==> config.mk <==
export PLATFORM = sky130hd
export DESIGN_NAME = lsu_mem_ctrl_flat
export DESIGN_NICKNAME = d
export VERILOG_FILES = /design/src/rtl/lsu_mem_ctrl_if.sv /design/src/rtl/lsu_mem_ctrl.sv /design/src/flat_wrapper.sv
export SDC_FILE = /design/constraint.sdc
export NUM_CORES = 1
export LEC_CHECK = 0
export BUFFER_PORTS_ARGS = -buffer_cell sky130_fd_sc_hd__buf_2
export CELL_PAD_IN_SITES_DETAIL_PLACEMENT = 0
export CELL_PAD_IN_SITES_GLOBAL_PLACEMENT = 2
export CORE_MARGIN = 5
export CORE_UTILIZATION = 30
export CTS_CLUSTER_DIAMETER = 120
export DETAILED_ROUTE_END_ITERATION = 8
export PLACE_DENSITY_LB_ADDON = 0.1
export SYNTH_ARGS = -nofsm -noshare
export SYNTH_HDL_FRONTEND = slang
export SYNTH_SLANG_ARGS = --single-unit
export TNS_END_PERCENT = 10
==> constraint.sdc <==
create_clock -name clk -period 4.05 [get_ports clk]
set_input_delay 0.2025 -clock clk [delete_from_list [all_inputs] [get_ports clk]]
set_output_delay 0.2025 -clock clk [all_outputs]
set_load 0.02 [all_outputs]
==> src/rtl/lsu_mem_ctrl_if.sv <==
// Bundle of the pipeline-side request/response signals and the data-memory
// port of the load/store memory controller.
//   slave  : the controller itself
//   master : the pipeline plus data memory (or a testbench standing in for both)
interface lsu_mem_ctrl_if;
  logic        req_valid;
  logic        req_ready;
  logic [4:0]  mem_op;
  logic [31:0] addr;
  logic [31:0] wdata;
  logic        stall;

  logic        dm_req;
  logic        dm_we;
  logic [31:0] dm_addr;
  logic [3:0]  dm_wstrb;
  logic [31:0] dm_wdata;
  logic        dm_ack;
  logic [31:0] dm_rdata;
  logic        dm_err;

  logic        resp_valid;
  logic [31:0] dataout;
  logic [31:0] resp_addr;
  logic [4:0]  resp_mem_op;
  logic        resp_err;
  logic        resp_misalign;

  modport slave (
    input  req_valid, mem_op, addr, wdata, dm_ack, dm_rdata, dm_err,
    output req_ready, stall, dm_req, dm_we, dm_addr, dm_wstrb, dm_wdata,
           resp_valid, dataout, resp_addr, resp_mem_op, resp_err, resp_misalign
  );

  modport master (
    output req_valid, mem_op, addr, wdata, dm_ack, dm_rdata, dm_err,
    input  req_ready, stall, dm_req, dm_we, dm_addr, dm_wstrb, dm_wdata,
           resp_valid, dataout, resp_addr, resp_mem_op, resp_err, resp_misalign
  );
endinterface

==> src/rtl/lsu_mem_ctrl.sv <==
// MEM-stage load/store controller: takes one access per handshake, issues a
// word-aligned request to data memory, waits for the ack (or times out) and
// returns the raw read word with the original addr/mem_op for the downstream
// load aligner. Stores get byte strobes and lane-shifted write data here.
//
// mem_op: [1:0] size (0 byte, 1 half, 2 word), [2] signed, [3] load, [4] store.
// A size code of 3 is handled like a word.
//
// Optional feature macro: LSU_MISALIGN_CHECK_EN
//   defined     -> accesses crossing a word boundary are rejected without a
//                  memory request and answered with resp_misalign=1.
//   not defined -> such accesses go out word-aligned, strobes past lane 3
//                  are dropped, resp_misalign stays 0.
//
// state   | meaning
// --------+-----------------------------------------------------------
// ST_IDLE | ready for a request, no memory access outstanding
// ST_WAIT | dm_req held high, waiting for dm_ack or the timeout
// ST_RESP | resp_valid pulse, response registers hold the result
module lsu_mem_ctrl #(
  parameter int TIMEOUT_CYCLES = 64,
  parameter int CNT_W          = 7
) (
  input logic           clk,
  input logic           rst_n,
  lsu_mem_ctrl_if.slave bus
);

  localparam logic [1:0] MEM_BYTE = 2'd0;
  localparam logic [1:0] MEM_HALF = 2'd1;

  typedef enum logic [1:0] {
    ST_IDLE = 2'd0,
    ST_WAIT = 2'd1,
    ST_RESP = 2'd2
  } state_t;

  state_t state, state_nxt;

  logic [CNT_W-1:0] cnt;
  logic [31:0]      addr_q;
  logic [4:0]       op_q;

  logic             dm_req_q;
  logic             dm_we_q;
  logic [31:0]      dm_addr_q;
  logic [3:0]       dm_wstrb_q;
  logic [31:0]      dm_wdata_q;

  logic [31:0]      dataout_q;
  logic [31:0]      resp_addr_q;
  logic [4:0]       resp_op_q;
  logic             resp_err_q;

  logic [1:0]       sh;
  logic             req_is_store;
  logic             req_is_mem;
  logic             req_misalign;
  logic [3:0]       st_wstrb;
  logic [31:0]      st_wdata;
  logic             req_ready;
  logic             resp_valid;
  logic             accept;
  logic             timeout_hit;

  assign sh           = bus.addr[1:0];
  assign req_is_store = bus.mem_op[4];
  assign req_is_mem   = bus.mem_op[4] | bus.mem_op[3];

`ifdef LSU_MISALIGN_CHECK_EN
  // Reject any half or word that would spill over the word boundary.
  assign req_misalign = ((bus.mem_op[1:0] == MEM_HALF) && (sh == 2'b11)) ||
                        (bus.mem_op[1] && (sh != 2'b00));
`else
  assign req_misalign = 1'b0;
`endif

  // Store lane placement: strobes shifted to the byte offset, data replicated
  // so that the addressed lanes always carry the right bytes.
  always_comb begin
    st_wstrb = 4'b0000;
    st_wdata = 32'h0;
    if (req_is_store) begin
      case (bus.mem_op[1:0])
        MEM_BYTE: begin
          st_wstrb = 4'b0001 << sh;
          st_wdata = {4{bus.wdata[7:0]}};
        end
        MEM_HALF: begin
          st_wstrb = 4'b0011 << sh;
          st_wdata = sh[0] ? {bus.wdata[7:0], bus.wdata[15:0], 8'h00}
                           : {2{bus.wdata[15:0]}};
        end
        default: begin
          st_wstrb = 4'b1111;
          st_wdata = bus.wdata;
        end
      endcase
    end
  end

  // State register.
  always_ff @(posedge clk) begin
    if (!rst_n) state <= ST_IDLE;
    else        state <= state_nxt;
  end

  // Next-state logic plus the handshake strobes derived from the state.
  always_comb begin
    state_nxt   = state;
    req_ready   = 1'b0;
    resp_valid  = 1'b0;
    accept      = 1'b0;
    timeout_hit = 1'b0;
    case (state)
      ST_IDLE: begin
        req_ready = 1'b1;
        if (bus.req_valid && req_is_mem) begin
          accept    = 1'b1;
          state_nxt = req_misalign ? ST_RESP : ST_WAIT;
        end
      end
      ST_WAIT: begin
        timeout_hit = (cnt == CNT_W'(TIMEOUT_CYCLES - 1));
        if (bus.dm_ack || timeout_hit) state_nxt = ST_RESP;
      end
      ST_RESP: begin
        resp_valid = 1'b1;
        state_nxt  = ST_IDLE;
      end
      default: state_nxt = ST_IDLE;
    endcase
  end

  // Timeout counter: counts WAIT cycles, cleared everywhere else.
  always_ff @(posedge clk) begin
    if (!rst_n)                cnt <= '0;
    else if (state == ST_WAIT) cnt <= cnt + CNT_W'(1);
    else                       cnt <= '0;
  end

  // Capture the request and drive the memory port; outputs stay frozen in WAIT.
  always_ff @(posedge clk) begin
    if (!rst_n) begin
      addr_q     <= 32'h0;
      op_q       <= 5'h0;
      dm_req_q   <= 1'b0;
      dm_we_q    <= 1'b0;
      dm_addr_q  <= 32'h0;
      dm_wstrb_q <= 4'h0;
      dm_wdata_q <= 32'h0;
    end else if (accept) begin
      addr_q <= bus.addr;
      op_q   <= bus.mem_op;
      if (!req_misalign) begin
        dm_req_q   <= 1'b1;
        dm_we_q    <= req_is_store;
        dm_addr_q  <= {bus.addr[31:2], 2'b00};
        dm_wstrb_q <= st_wstrb;
        dm_wdata_q <= st_wdata;
      end
    end else if ((state == ST_WAIT) && (state_nxt == ST_RESP)) begin
      dm_req_q <= 1'b0;
    end
  end

  // Response registers; an ack beats a timeout landing in the same cycle.
  always_ff @(posedge clk) begin
    if (!rst_n) begin
      dataout_q   <= 32'h0;
      resp_addr_q <= 32'h0;
      resp_op_q   <= 5'h0;
      resp_err_q  <= 1'b0;
    end else if ((state == ST_WAIT) && bus.dm_ack) begin
      dataout_q   <= (op_q[3] && !op_q[4] && !bus.dm_err) ? bus.dm_rdata : 32'h0;
      resp_addr_q <= addr_q;
      resp_op_q   <= op_q;
      resp_err_q  <= bus.dm_err;
    end else if (timeout_hit) begin
      dataout_q   <= 32'h0;
      resp_addr_q <= addr_q;
      resp_op_q   <= op_q;
      resp_err_q  <= 1'b1;
    end else if (accept && req_misalign) begin
      dataout_q   <= 32'h0;
      resp_addr_q <= bus.addr;
      resp_op_q   <= bus.mem_op;
      resp_err_q  <= 1'b0;
    end
  end

`ifdef LSU_MISALIGN_CHECK_EN
  logic resp_mis_q;

  // Every accepted request decides the flag for the response it produces.
  always_ff @(posedge clk) begin
    if (!rst_n)      resp_mis_q <= 1'b0;
    else if (accept) resp_mis_q <= req_misalign;
  end

  assign bus.resp_misalign = resp_mis_q;
`else
  assign bus.resp_misalign = 1'b0;
`endif

  assign bus.req_ready   = req_ready;
  assign bus.resp_valid  = resp_valid;
  assign bus.stall       = (bus.req_valid & ~req_ready) |
                           ((state != ST_IDLE) & ~resp_valid);
  assign bus.dm_req      = dm_req_q;
  assign bus.dm_we       = dm_we_q;
  assign bus.dm_addr     = dm_addr_q;
  assign bus.dm_wstrb    = dm_wstrb_q;
  assign bus.dm_wdata    = dm_wdata_q;
  assign bus.dataout     = dataout_q;
  assign bus.resp_addr   = resp_addr_q;
  assign bus.resp_mem_op = resp_op_q;
  assign bus.resp_err    = resp_err_q;

endmodule

==> src/flat_wrapper.sv <==
// flat-port wrapper written by rule: the top's interface ports become plain ports
module lsu_mem_ctrl_flat 
#(
  parameter int TIMEOUT_CYCLES = 64,
  parameter int CNT_W          = 7
)
  (clk, rst_n, bus_req_valid, bus_mem_op, bus_addr, bus_wdata, bus_dm_ack, bus_dm_rdata, bus_dm_err, bus_req_ready, bus_stall, bus_dm_req, bus_dm_we, bus_dm_addr, bus_dm_wstrb, bus_dm_wdata, bus_resp_valid, bus_dataout, bus_resp_addr, bus_resp_mem_op, bus_resp_err, bus_resp_misalign);
  lsu_mem_ctrl_if bus_i ();
  input logic clk;
  input logic rst_n;
  input wire logic [$bits(bus_i.req_valid)-1:0] bus_req_valid;
  input wire logic [$bits(bus_i.mem_op)-1:0] bus_mem_op;
  input wire logic [$bits(bus_i.addr)-1:0] bus_addr;
  input wire logic [$bits(bus_i.wdata)-1:0] bus_wdata;
  input wire logic [$bits(bus_i.dm_ack)-1:0] bus_dm_ack;
  input wire logic [$bits(bus_i.dm_rdata)-1:0] bus_dm_rdata;
  input wire logic [$bits(bus_i.dm_err)-1:0] bus_dm_err;
  output wire logic [$bits(bus_i.req_ready)-1:0] bus_req_ready;
  output wire logic [$bits(bus_i.stall)-1:0] bus_stall;
  output wire logic [$bits(bus_i.dm_req)-1:0] bus_dm_req;
  output wire logic [$bits(bus_i.dm_we)-1:0] bus_dm_we;
  output wire logic [$bits(bus_i.dm_addr)-1:0] bus_dm_addr;
  output wire logic [$bits(bus_i.dm_wstrb)-1:0] bus_dm_wstrb;
  output wire logic [$bits(bus_i.dm_wdata)-1:0] bus_dm_wdata;
  output wire logic [$bits(bus_i.resp_valid)-1:0] bus_resp_valid;
  output wire logic [$bits(bus_i.dataout)-1:0] bus_dataout;
  output wire logic [$bits(bus_i.resp_addr)-1:0] bus_resp_addr;
  output wire logic [$bits(bus_i.resp_mem_op)-1:0] bus_resp_mem_op;
  output wire logic [$bits(bus_i.resp_err)-1:0] bus_resp_err;
  output wire logic [$bits(bus_i.resp_misalign)-1:0] bus_resp_misalign;
  assign bus_i.req_valid = bus_req_valid;
  assign bus_i.mem_op = bus_mem_op;
  assign bus_i.addr = bus_addr;
  assign bus_i.wdata = bus_wdata;
  assign bus_i.dm_ack = bus_dm_ack;
  assign bus_i.dm_rdata = bus_dm_rdata;
  assign bus_i.dm_err = bus_dm_err;
  assign bus_req_ready = bus_i.req_ready;
  assign bus_stall = bus_i.stall;
  assign bus_dm_req = bus_i.dm_req;
  assign bus_dm_we = bus_i.dm_we;
  assign bus_dm_addr = bus_i.dm_addr;
  assign bus_dm_wstrb = bus_i.dm_wstrb;
  assign bus_dm_wdata = bus_i.dm_wdata;
  assign bus_resp_valid = bus_i.resp_valid;
  assign bus_dataout = bus_i.dataout;
  assign bus_resp_addr = bus_i.resp_addr;
  assign bus_resp_mem_op = bus_i.resp_mem_op;
  assign bus_resp_err = bus_i.resp_err;
  assign bus_resp_misalign = bus_i.resp_misalign;
  lsu_mem_ctrl #(.TIMEOUT_CYCLES(TIMEOUT_CYCLES), .CNT_W(CNT_W)) u_core (.clk(clk), .rst_n(rst_n), .bus(bus_i));
endmodule
==> metrics.md <==
| Metric | Value |
|---|---|
| Final wirelength | 19.8 mm |
| RSZ-0062 raised after global routing | no |
| Die height | 156 um |
| Arrival time of the worst setup path | 2.60 ns |
| Die area | 24,300 um2 |
| Worst setup SP type | register |
| Core Area | 21,000 um2 |
| LEAKAGE | 0.00368 uW |
| Buffers on Ports | 246 |
| Final hold violation count | 0 |
| Crit Path Max Fanout | 27 |
| Avg WL per Cell | 16.7 um |
| Synth area leaders | dfxtp_1 (48%), mux2i_1 (5.8%), a22o_1 (5.5%) |
| Max-slew headroom at the worst pin | 30.9% |
| DRC violations left | 0 |
| DR pass1 iterations | 4 |
| Setup Skew | 0.00950 ns |
| Routed Antenna Nets | 0 |
| Slew @ Worst Pin | 1.04 ns |
| Area leader, netlist | dfxtp_1 |
| Clock sinks | 153 |
| Top cell type's share of synthesized area | 48.0% |
| Vias | 5,557 |
| Final nets | 999 |
| Synth Cell Area | 6380 um2 |
| Initial drt markers | 238 |
| Die Wd | 156 um |
| CTS resizes | 0 |
| Worst skew pair latency | 0.42 ns |
| Critical-path top delay cell | dfxtp_1 |
| Reg clk slew, reported paths | 0.07 ns |
| GRT overflow | 0 |
| Final setup violation count | 0 |
| Syn Area/Cell | 9.41 um2 |
| Synth cell types | 48 |
| Hold Path Class | in -> reg |
| # IOs | 250 |
| Pwr/cell area | 439 nW/um2 |
| Initial Utilization | 30.4% |
| Register area share after synthesis | 48.0% |
| Design Power | 3670 uW |
| TritonCTS Buffers | 17 |
| First-pass GRT wire length | 30.4 mm |
| Max-Cap Viols | 0 |
| CTS root buf | clkbuf_16 |
| Syn-to-layout area delta | 31.2% |
| Vias in the first global route | 5,722 |
| Row cnt | 53 |
| Setup TNS | 0 ns |
| Ys flop type | dfxtp_1 |
| Number of flops mapped to enable cells by yosys | 0 |
| Critical-path cell list | nand4bb_1 -> o21ai_4 -> buf_4 -> mux2i_1 |
| CP required | 4.39 ns |
| HPWL Detailed | 13.4 mm |
| Htree depth | 4 |
| Initial antenna violation count | 2 |
| Final RePlAce weighted congestion | 0.756 |
| Status | finished clean |
| Gr usage total | 15.7% |
| CTS tree | built |
| Layout cells sized above 1 | 33.0% |
| Yosys warning count | 0 |
| Crit Path Category | reg -> reg |
| Flops & latches, synth | 153 |
| Cell count after synthesis | 678 |
| Largest net degree at the start of global routing | 84 |
| Fin crit share | 55.7% |
| CP max stage delay | 0.58 ns |
| Clk buf depth | 2 |
| Crit path time final | 2.26 ns |
| Synth async-reset ratio | 0% |
| CP Capture Type | register |
| Worst vdd rail ir drop | 0.235 mV |
| Max Transition Viols Final | 0 |
| Via-to-Cell Ratio | 4.71 |
| Fmax | 443 MHz |
-- cell usage after synthesis, types with 3 or more instances --
cell type / number
dfxtp_1: 153
nand2_1: 79
a21oi_1: 44
o21ai_0: 41
a22o_1: 40
nand3_1: 38
buf_4: 37
mux2i_1: 37
clkbuf_1: 30
inv_1: 27
nor2b_1: 26
o32ai_1: 21
a211oi_1: 16
buf_6: 11
buf_2: 10
and3b_1: 9
and3_1: 8
nor2_1: 8
o21ai_1: 6
nand2b_1: 3
o32ai_2: 3
-- cells by family (layout without fill, tap and decap cells) --
logic type	count (synthesis)	count (layout)	share of synthesized area, %
simple gates	185	185	15.2
compound gates	182	182	19.8
flops	153	153	48.0
buf+inv	116	341	10.5
mux	37	37	5.81
xor+xnor	3	3	0.412
fa+ha+maj	1	1	0.196
other cells	1	4	0.0588
-- sequential cells by signal (all words and copies together) (netlist names) --
register and cells:
u_core.bus.resp_addr 32, u_core.bus.dm_wstrb 4, u_core.cnt 7, u_core.bus.resp_mem_op 5, u_core.bus.dm_req 1, u_core.bus.dataout 32
u_core.bus.dm_wdata 32, u_core.bus.resp_err 1, u_core.op_q 5, u_core.bus.dm_addr 1, u_core.addr_q 31, u_core.state 2
-- final cells by class --
| cell class | count | area [um2] |
|---|---|---|
| Sequential cell | 153 | 3060 |
| Tap cell | 275 | 344 |
| Timing Repair Buffer | 281 | 1570 |
| Inverter | 28 | 105 |
| Multi-Input combinational cell | 411 | 2680 |
| Antenna cell | 1 | 2.50 |
| Clock buffer | 17 | 425 |
| Clock inverter | 15 | 179 |
| Fill cell | 2192 | 12600 |
-- layout by cell type (no fill, tap or decap), drive strengths merged, types with 17 or more instances in the layout --
cell         count
a21oi           45
buf            250
a22o            40
o21ai           49
mux2i           37
dfxtp          153
clkbuf          17
nand3           38
o32ai           24
nor2b           26
dlygate4sd3     31
inv             37
nand2           81
-- per-layer routing --
metal  vias up  global-route usage, %  wire length, um
met3        22                   4.30             1170
li1       2779                      -                -
met5         -                      0               19
met1      2593                   20.3             9080
met2       159                   25.6             9220
met4         4                   4.63              281
-- repair_timing --
| item | 4_1_cts | 5_1_grt |
|---|---|---|
| endpoints found under the hold margin | 31 | 0 |
| endpoints found under the setup margin | 0 | 0 |
| setup buffers | 0 | 0 |
| hold buffers | 31 | 0 |
-- power by group --
part / switching, uW / internal (uW)
Sequential: 36.7 / 1560
Combinational: 263 / 165
Clock: 713 / 937
Total: 1010 / 2660
-- worst paths after layout --
check	start	to	slack, ns	cells after the start
min	bus_dm_rdata[5]	u_core.bus.dataout[5]$_SDFFE_PN0P_	0.03	2
min reg2reg	u_core.bus.resp_addr[27]$_SDFFE_PN0P_	u_core.bus.resp_addr[27]$_SDFFE_PN0P_	0.45	2
max reg2reg	u_core.state[0]$_SDFF_PN0_	u_core.bus.resp_addr[6]$_SDFFE_PN0P_	1.79	4
max	u_core.state[0]$_SDFF_PN0_	u_core.bus.resp_addr[6]$_SDFFE_PN0P_	1.79	4
-- per-stage QoR --
| step | hold slack [ns] | cells | cell area (um2) | util [%] | setup WS, ns |
|---|---|---|---|---|---|
| final | 0.0288 | 1181 | 8370 | 39.9 | 1.79 |
| after global routing | 0.0150 | 1180 | 8370 | 39.9 | 1.61 |
| after CTS | 0.00302 | 1180 | 8370 | 39.9 | 1.76 |
| after detailed placement | 0.426 | 1117 | 7450 | 35.6 | 1.76 |
| after global placement | 0.420 | 1117 | 7450 | 35.6 | 1.88 |
| after floorplan | 0.308 | 680 | 6390 | - | 2.65 |
-- critical path, delay by kind of cell (launching register included) --
kind,cells,cell delay (ns)
flops,1,0.58
buf+inv,1,0.53
compound gates,1,0.55
mux,1,0.25
simple gates,1,0.25
Power figures use the tool's default switching activity.
